File: src/rtl/dpr_port_arbiter_if.sv
// dpr_port_arbiter_if: client request/return signals and RAM-side pins of the dual-port RAM arbiter
interface dpr_port_arbiter_if #(
    parameter int DATA_WIDTH = 64,
    parameter int ADDR_WIDTH = 12
);
    logic                  m0_req, m0_we, m0_gnt, m0_rvalid;
    logic [ADDR_WIDTH-1:0] m0_addr;
    logic [DATA_WIDTH-1:0] m0_wdata, m0_rdata;
    logic                  m1_req, m1_we, m1_gnt, m1_rvalid;
    logic [ADDR_WIDTH-1:0] m1_addr;
    logic [DATA_WIDTH-1:0] m1_wdata, m1_rdata;
    logic                  ram_we_enable, ram_re_enable;
    logic [ADDR_WIDTH-1:0] ram_wr_address, ram_rd_address;
    logic [DATA_WIDTH-1:0] ram_data_in, ram_data_out;

    modport slave (
        input  m0_req, m0_we, m0_addr, m0_wdata, m1_req, m1_we, m1_addr, m1_wdata, ram_data_out,
        output m0_gnt, m0_rvalid, m0_rdata, m1_gnt, m1_rvalid, m1_rdata,
        output ram_we_enable, ram_re_enable, ram_wr_address, ram_rd_address, ram_data_in
    );

    modport master (
        output m0_req, m0_we, m0_addr, m0_wdata, m1_req, m1_we, m1_addr, m1_wdata, ram_data_out,
        input  m0_gnt, m0_rvalid, m0_rdata, m1_gnt, m1_rvalid, m1_rdata,
        input  ram_we_enable, ram_re_enable, ram_wr_address, ram_rd_address, ram_data_in
    );
endinterface

File: src/rtl/dpr_port_arbiter.sv
// dpr_port_arbiter: two-master round-robin arbiter onto a dual-port RAM, read data returned by tag.
// Optional DPR_RW_BYPASS_EN: same-address read alongside a write is granted at once and fed the write data.
module dpr_port_arbiter #(
    parameter int DATA_WIDTH = 64,
    parameter int ADDR_WIDTH = 12,
    parameter int RD_LATENCY = 1
) (
    input logic           clk,
    input logic           rst_n,
    dpr_port_arbiter_if.slave bus
);
    localparam int L = RD_LATENCY;

    logic                  wc0, wc1, rc0, rc1, wg0, wg1, rg0, rg1, hz0, hz1, rv0, rv1;
    logic [ADDR_WIDTH-1:0] waddr, raddr;
    logic [DATA_WIDTH-1:0] wdata, ret_data;
    logic                  wptr_q, wptr_d, rptr_q, rptr_d;
    logic                  ram_we_q, ram_we_d, ram_re_q, ram_re_d;
    logic [ADDR_WIDTH-1:0] ram_wa_q, ram_wa_d, ram_ra_q, ram_ra_d;
    logic [DATA_WIDTH-1:0] ram_wd_q, ram_wd_d;
    logic [L:0]            tv_q, tv_d, tid_q, tid_d;
    logic [DATA_WIDTH-1:0] hold0_q, hold0_d, hold1_q, hold1_d;
`ifdef DPR_RW_BYPASS_EN
    logic [L:0]            byp_q, byp_d;
    logic [DATA_WIDTH-1:0] bd_q [0:L];
    logic [DATA_WIDTH-1:0] bd_d [0:L];
`endif

    // Write port arbitrates first; a read matching the winning write's address is held off unless bypassed
    always_comb begin
        wc0    = bus.m0_req & bus.m0_we;
        wc1    = bus.m1_req & bus.m1_we;
        wg1    = wc1 & (~wc0 | wptr_q);
        wg0    = wc0 & ~wg1;
        waddr  = wg1 ? bus.m1_addr : bus.m0_addr;
        wdata  = wg1 ? bus.m1_wdata : bus.m0_wdata;
        hz0    = (wg0 | wg1) & (bus.m0_addr == waddr);
        hz1    = (wg0 | wg1) & (bus.m1_addr == waddr);
`ifdef DPR_RW_BYPASS_EN
        rc0    = bus.m0_req & ~bus.m0_we;
        rc1    = bus.m1_req & ~bus.m1_we;
`else
        rc0    = bus.m0_req & ~bus.m0_we & ~hz0;
        rc1    = bus.m1_req & ~bus.m1_we & ~hz1;
`endif
        rg1    = rc1 & (~rc0 | rptr_q);
        rg0    = rc0 & ~rg1;
        raddr  = rg1 ? bus.m1_addr : bus.m0_addr;
        wptr_d = wg0 ? 1'b1 : wg1 ? 1'b0 : wptr_q;
        rptr_d = rg0 ? 1'b1 : rg1 ? 1'b0 : rptr_q;
    end

    // Next RAM drive, tag shift and per-master held read data
    always_comb begin
        ram_we_d = wg0 | wg1;
        ram_wa_d = waddr;
        ram_wd_d = wdata;
        ram_re_d = rg0 | rg1;
        ram_ra_d = raddr;
        tv_d     = {tv_q[L-1:0], rg0 | rg1};
        tid_d    = {tid_q[L-1:0], rg1};
        rv0      = tv_q[L] & ~tid_q[L];
        rv1      = tv_q[L] & tid_q[L];
`ifdef DPR_RW_BYPASS_EN
        ret_data = byp_q[L] ? bd_q[L] : bus.ram_data_out;
`else
        ret_data = bus.ram_data_out;
`endif
        hold0_d  = rv0 ? ret_data : hold0_q;
        hold1_d  = rv1 ? ret_data : hold1_q;
    end

    // Arbiter pointers, registered RAM pins, tag pipeline and held read data
    always_ff @(posedge clk or negedge rst_n) begin
        if (!rst_n) begin
            wptr_q   <= 1'b0;
            rptr_q   <= 1'b0;
            ram_we_q <= 1'b0;
            ram_re_q <= 1'b0;
            ram_wa_q <= '0;
            ram_ra_q <= '0;
            ram_wd_q <= '0;
            tv_q     <= '0;
            tid_q    <= '0;
            hold0_q  <= '0;
            hold1_q  <= '0;
        end else begin
            wptr_q   <= wptr_d;
            rptr_q   <= rptr_d;
            ram_we_q <= ram_we_d;
            ram_re_q <= ram_re_d;
            ram_wa_q <= ram_wa_d;
            ram_ra_q <= ram_ra_d;
            ram_wd_q <= ram_wd_d;
            tv_q     <= tv_d;
            tid_q    <= tid_d;
            hold0_q  <= hold0_d;
            hold1_q  <= hold1_d;
        end
    end

`ifdef DPR_RW_BYPASS_EN
    // Bypass flag and the simultaneous write's data travel alongside each read tag
    always_comb begin
        byp_d    = {byp_q[L-1:0], (rg0 & hz0) | (rg1 & hz1)};
        bd_d[0]  = wdata;
        for (int i = 1; i <= L; i++) bd_d[i] = bd_q[i-1];
    end

    // Bypass storage registers
    always_ff @(posedge clk or negedge rst_n) begin
        if (!rst_n) begin
            byp_q <= '0;
            for (int i = 0; i <= L; i++) bd_q[i] <= '0;
        end else begin
            byp_q <= byp_d;
            bd_q  <= bd_d;
        end
    end
`endif

    assign bus.m0_gnt         = rst_n & (wg0 | rg0);
    assign bus.m1_gnt         = rst_n & (wg1 | rg1);
    assign bus.m0_rvalid      = rv0;
    assign bus.m1_rvalid      = rv1;
    assign bus.m0_rdata       = rv0 ? ret_data : hold0_q;
    assign bus.m1_rdata       = rv1 ? ret_data : hold1_q;
    assign bus.ram_we_enable  = ram_we_q;
    assign bus.ram_wr_address = ram_wa_q;
    assign bus.ram_data_in    = ram_wd_q;
    assign bus.ram_re_enable  = ram_re_q;
    assign bus.ram_rd_address = ram_ra_q;
endmodule
File: src/flat_wrapper.sv
// flat-port wrapper written by rule: the top's interface ports become plain ports
module dpr_port_arbiter_flat 
#(
    parameter int DATA_WIDTH = 64,
    parameter int ADDR_WIDTH = 12,
    parameter int RD_LATENCY = 1
)
  (clk, rst_n, bus_m0_req, bus_m0_we, bus_m0_addr, bus_m0_wdata, bus_m1_req, bus_m1_we, bus_m1_addr, bus_m1_wdata, bus_ram_data_out, bus_m0_gnt, bus_m0_rvalid, bus_m0_rdata, bus_m1_gnt, bus_m1_rvalid, bus_m1_rdata, bus_ram_we_enable, bus_ram_re_enable, bus_ram_wr_address, bus_ram_rd_address, bus_ram_data_in);
  dpr_port_arbiter_if #(.DATA_WIDTH(DATA_WIDTH), .ADDR_WIDTH(ADDR_WIDTH)) bus_i ();
  input logic clk;
  input logic rst_n;
  input wire logic [$bits(bus_i.m0_req)-1:0] bus_m0_req;
  input wire logic [$bits(bus_i.m0_we)-1:0] bus_m0_we;
  input wire logic [$bits(bus_i.m0_addr)-1:0] bus_m0_addr;
  input wire logic [$bits(bus_i.m0_wdata)-1:0] bus_m0_wdata;
  input wire logic [$bits(bus_i.m1_req)-1:0] bus_m1_req;
  input wire logic [$bits(bus_i.m1_we)-1:0] bus_m1_we;
  input wire logic [$bits(bus_i.m1_addr)-1:0] bus_m1_addr;
  input wire logic [$bits(bus_i.m1_wdata)-1:0] bus_m1_wdata;
  input wire logic [$bits(bus_i.ram_data_out)-1:0] bus_ram_data_out;
  output wire logic [$bits(bus_i.m0_gnt)-1:0] bus_m0_gnt;
  output wire logic [$bits(bus_i.m0_rvalid)-1:0] bus_m0_rvalid;
  output wire logic [$bits(bus_i.m0_rdata)-1:0] bus_m0_rdata;
  output wire logic [$bits(bus_i.m1_gnt)-1:0] bus_m1_gnt;
  output wire logic [$bits(bus_i.m1_rvalid)-1:0] bus_m1_rvalid;
  output wire logic [$bits(bus_i.m1_rdata)-1:0] bus_m1_rdata;
  output wire logic [$bits(bus_i.ram_we_enable)-1:0] bus_ram_we_enable;
  output wire logic [$bits(bus_i.ram_re_enable)-1:0] bus_ram_re_enable;
  output wire logic [$bits(bus_i.ram_wr_address)-1:0] bus_ram_wr_address;
  output wire logic [$bits(bus_i.ram_rd_address)-1:0] bus_ram_rd_address;
  output wire logic [$bits(bus_i.ram_data_in)-1:0] bus_ram_data_in;
  assign bus_i.m0_req = bus_m0_req;
  assign bus_i.m0_we = bus_m0_we;
  assign bus_i.m0_addr = bus_m0_addr;
  assign bus_i.m0_wdata = bus_m0_wdata;
  assign bus_i.m1_req = bus_m1_req;
  assign bus_i.m1_we = bus_m1_we;
  assign bus_i.m1_addr = bus_m1_addr;
  assign bus_i.m1_wdata = bus_m1_wdata;
  assign bus_i.ram_data_out = bus_ram_data_out;
  assign bus_m0_gnt = bus_i.m0_gnt;
  assign bus_m0_rvalid = bus_i.m0_rvalid;
  assign bus_m0_rdata = bus_i.m0_rdata;
  assign bus_m1_gnt = bus_i.m1_gnt;
  assign bus_m1_rvalid = bus_i.m1_rvalid;
  assign bus_m1_rdata = bus_i.m1_rdata;
  assign bus_ram_we_enable = bus_i.ram_we_enable;
  assign bus_ram_re_enable = bus_i.ram_re_enable;
  assign bus_ram_wr_address = bus_i.ram_wr_address;
  assign bus_ram_rd_address = bus_i.ram_rd_address;
  assign bus_ram_data_in = bus_i.ram_data_in;
  dpr_port_arbiter #(.DATA_WIDTH(DATA_WIDTH), .ADDR_WIDTH(ADDR_WIDTH), .RD_LATENCY(RD_LATENCY)) u_core (.clk(clk), .rst_n(rst_n), .bus(bus_i));
endmodule
File: config.mk
export PLATFORM = sky130hd
export DESIGN_NAME = dpr_port_arbiter_flat
export DESIGN_NICKNAME = d
export VERILOG_FILES = /design/src/rtl/dpr_port_arbiter_if.sv /design/src/rtl/dpr_port_arbiter.sv /design/src/flat_wrapper.sv
export SDC_FILE = /design/constraint.sdc
export NUM_CORES = 1
export LEC_CHECK = 0
export ABC_AREA = 1
export CELL_PAD_IN_SITES_DETAIL_PLACEMENT = 1
export CELL_PAD_IN_SITES_GLOBAL_PLACEMENT = 1
export CORE_MARGIN = 5
export CORE_UTILIZATION = 26
export CTS_CLUSTER_SIZE = 28
export DETAILED_ROUTE_END_ITERATION = 7
export PLACE_DENSITY_LB_ADDON = 0.1
export SYNTH_ARGS = -nofsm -noshare
export SYNTH_HDL_FRONTEND = slang
export SYNTH_SLANG_ARGS = --single-unit
File: constraint.sdc
create_clock -name clk -period 2 [get_ports clk]
set_clock_uncertainty 0.2 [all_clocks]
set_input_delay 0.3 -clock clk [delete_from_list [all_inputs] [get_ports clk]]
set_output_delay 0.3 -clock clk [all_outputs]
set_load 0.01 [all_outputs]
==> impl_metrics.ini <==
[sta]
finalCriticalPeriod_ns = 2.844
final-hold-violation-count = 0
slew_violations = 0
period_share_pct = 142.2
worstMarginPinSlew_ns = 0.9367
fin_ws_ns = -0.8444
clock.fmax_mhz = 351.6
hold_ws_ns = 0.1212
rsz0062_at_grt = yes
final-setup-viol-count = 164
slew_headroom_pct = 37.55

[routing]
ant_nets = 0
drc = 0
drt-total-wl_um = 47590
wire_per_inst_um = 22.02
drt_iter0_markers = 331
dr.pass1.iters = 4
vias = 9758
via_per_inst = 4.516

[global_route]
gr-usage-met3_pct = 5.142
grt_first_pass_wirelength_um = 57880
antenna_found_initial = 1
gr-usage-met2_pct = 34.12
grt_max_degree = 154
gr-max-usage-layer = met2
globalRouteOverflowTotal = 0
grt_pass1_vias = 9933
use_met1_pct = 22.84
track_usage_pct = 19.07

[synthesis]
ys_top_cells_by_area = dfrtp_1 63%, nand2_1 16%, o21ai_0 8.2%, inv_1 4.3%, nand3_1 2.1%
synth.top_cell.area_share_pct = 63.18
synth_area_per_cell_um2 = 8.912
synth_seq_area_share_pct = 63.18
synth-seq-cells = 223
yosys.area.top_type = dfrtp_1
synthCells = 991
yosys_warnings = 0
synth_cell_type_count = 21
synth_nets = 1213
synth_area_um2 = 8832

[worst_setup_path]
slowest_delay_ns = 0.46
crit_path_cell_trace = buf_6 -> nor2_4 -> clkinv_4 -> buf_12 -> buf_8 -> buf_6 -> buf_16 -> buf_8 -> o21ai_4 -> buf_6
crit_top_cell = buf_6
cp_slowest_cell = dfrtp_2
path_max_fanout = 4
start_kind = flop
crit_required_ns = 1.50
endpoint_kind = output pin
crit_type = reg -> out
worstPathArrival_ns = 2.34

[power_and_ir_drop]
swShare_pct = 31.66
p_int_w = 0.01149
p_leak_nw = 9.400
p_sw_w = 0.005324
pwr-share-clk_pct = 28.6
pwr-share-seq_pct = 33.4
power_density_nw_per_um2 = 871.1
ir_drop_uv = 541.4
finalPower_w = 0.01681
comb_power_share_pct = 38.1

[finish]
antenna_cells = 0
drive_gt1_share_pct = 41.80
stdcell_count = 2161
area_growth_pct = 118.6
final_cell_mix = 302 x clkdlybuf4s50_1, 282 x nand2_1, 222 x dfrtp_1
nets = 1916
final_common_cell = clkdlybuf4s50_1
final_core_util_pct = 57.57

[cts]
clk_path_buf_depth = 3
numCtsBuffers = 26
path_clk_slew_ns = 0.06
tritoncts = yes
clk_latency_ns = 0.51
h-tree-depth = 1
clock_sinks = 223
cts-root-buf = clkbuf_16

[placement]
dp.cells = 1962
post-place-ws_ns = -1.187
gp_congestion = 0.7709
io_buffers = 443
hpwl_um = 26130

[floorplanning]
core_um2 = 33530
die_area_um2 = 37760
rows = 67
dieHeight_um = 194.3
io_pins = 444
die_w_um = 194.3
initial_core_util_pct = 26.34

[outcome]
violations = negative setup slack
status = finished, violations left

[min_path]
hold_class = in -> reg

[run]
max-cap-violations = 0
==> cell usage after synthesis <==
library cell,number
a21oi_1,2
a21oi_2,1
buf_1,10
buf_2,4
buf_4,1
buf_6,3
clkbuf_1,34
dfrtp_1,223
inv_1,102
inv_2,5
nand2_1,380
nand2_4,2
nand3_1,37
nand3_2,2
nand4_1,12
nor2_1,15
nor2_2,1
o21ai_0,144
o21ai_1,5
o21ai_2,7
or2_2,1
==> state kept, by name, indices dropped and copies added, names as in the netlist, 2 cells and up <==
| name | flops |
|---|---|
| u_core.bus.ram_data_in | 64 |
| u_core.hold0_q | 64 |
| u_core.hold1_q | 64 |
| u_core.bus.ram_rd_address | 12 |
| u_core.bus.ram_wr_address | 12 |
| u_core.tid_q | 2 |
| u_core.tv_q | 2 |
==> cells by family (layout without fill, tap and decap cells) <==
family                 count (synthesis)  after routing  synth area share, %
AOI/OAI and AO/OA                    159            159                9.350
buffers and inverters                159            879                7.112
DFF                                  223            223                63.18
and+or+nand+nor                      450            452                20.36
==> critical path, delay by kind of cell, from the launching register on <==
family / cells / cell delay (ns)
compound gates: 1 / 0.17
buf+inv: 8 / 1.04
flops: 1 / 0.46
simple gates: 1 / 0.14
==> power groups by stage <==
stage	Combinational (W)	Clock [W]	Sequential, W
after floorplan	0.00122	0	0.00553
after global placement	0.00419	0	0.00545
after detailed placement	0.00425	0	0.00548
after CTS	0.00459	0.00485	0.00543
after global routing	0.00670	0.00515	0.00566
final	0.00640	0.00480	0.00561
==> layout make-up <==
class / instances / area [um2]
Clock buffer: 40 / 794.5
Fill cell: 3544 / 14230
Timing Repair Buffer: 725 / 7523
Multi-Input combinational cell: 611 / 4372
Sequential cell: 223 / 5582
Clock inverter: 7 / 60.06
Tap cell: 448 / 560.5
Inverter: 107 / 411.6
==> routing by layer <==
metal  vias to the layer above  share of wire [%]
met2                       317                 53
met5                         -              0.027
met1                      4865                 38
met4                         2                2.9
li1                       4505                  -
met3                        69                5.7
==> path summary, 6_finish.rpt <==
check	startpoint	to	slack, ns	depth (start not counted)
min reg2reg	u_core.tid_q[0]$_DFF_PN0_	u_core.tid_q[1]$_DFF_PN0_	0.14	0
min	bus_m1_wdata[26]	u_core.bus.ram_data_in[26]$_DFF_PN0_	0.12	3
max	u_core.tid_q[1]$_DFF_PN0_	bus_m0_rdata[43]	-0.84	10
max reg2reg	u_core.wptr_q$_DFFE_PN0P_	u_core.bus.ram_rd_address[9]$_DFF_PN0_	-0.28	17
min in group asynchronous	rst_n	u_core.hold1_q[13]$_DFF_PN0_	0.50	3
max in group asynchronous	rst_n	u_core.hold0_q[7]$_DFF_PN0_	0.40	3
==> metrics by stage <==
stage	setup TNS (ns)	area, um2
2_1_floorplan	-0.1071	8840
3_3_place_gp	-58.89	14700
3_5_place_dp	-62.74	14700
4_1_cts	-73.78	16350
5_1_grt	-83.05	19300
6_report	-71.57	19300
==> timing repair <==
action,in CTS,in global routing
setup buffers,27,108
pin swaps,4,36
gates resized for setup,687,638
setup endpoints to repair,151,211
endpoints found under the hold margin,223,0
hold buffers,1,0
gates cloned,12,19
Note: power is estimated with default switching activity, not from simulation.
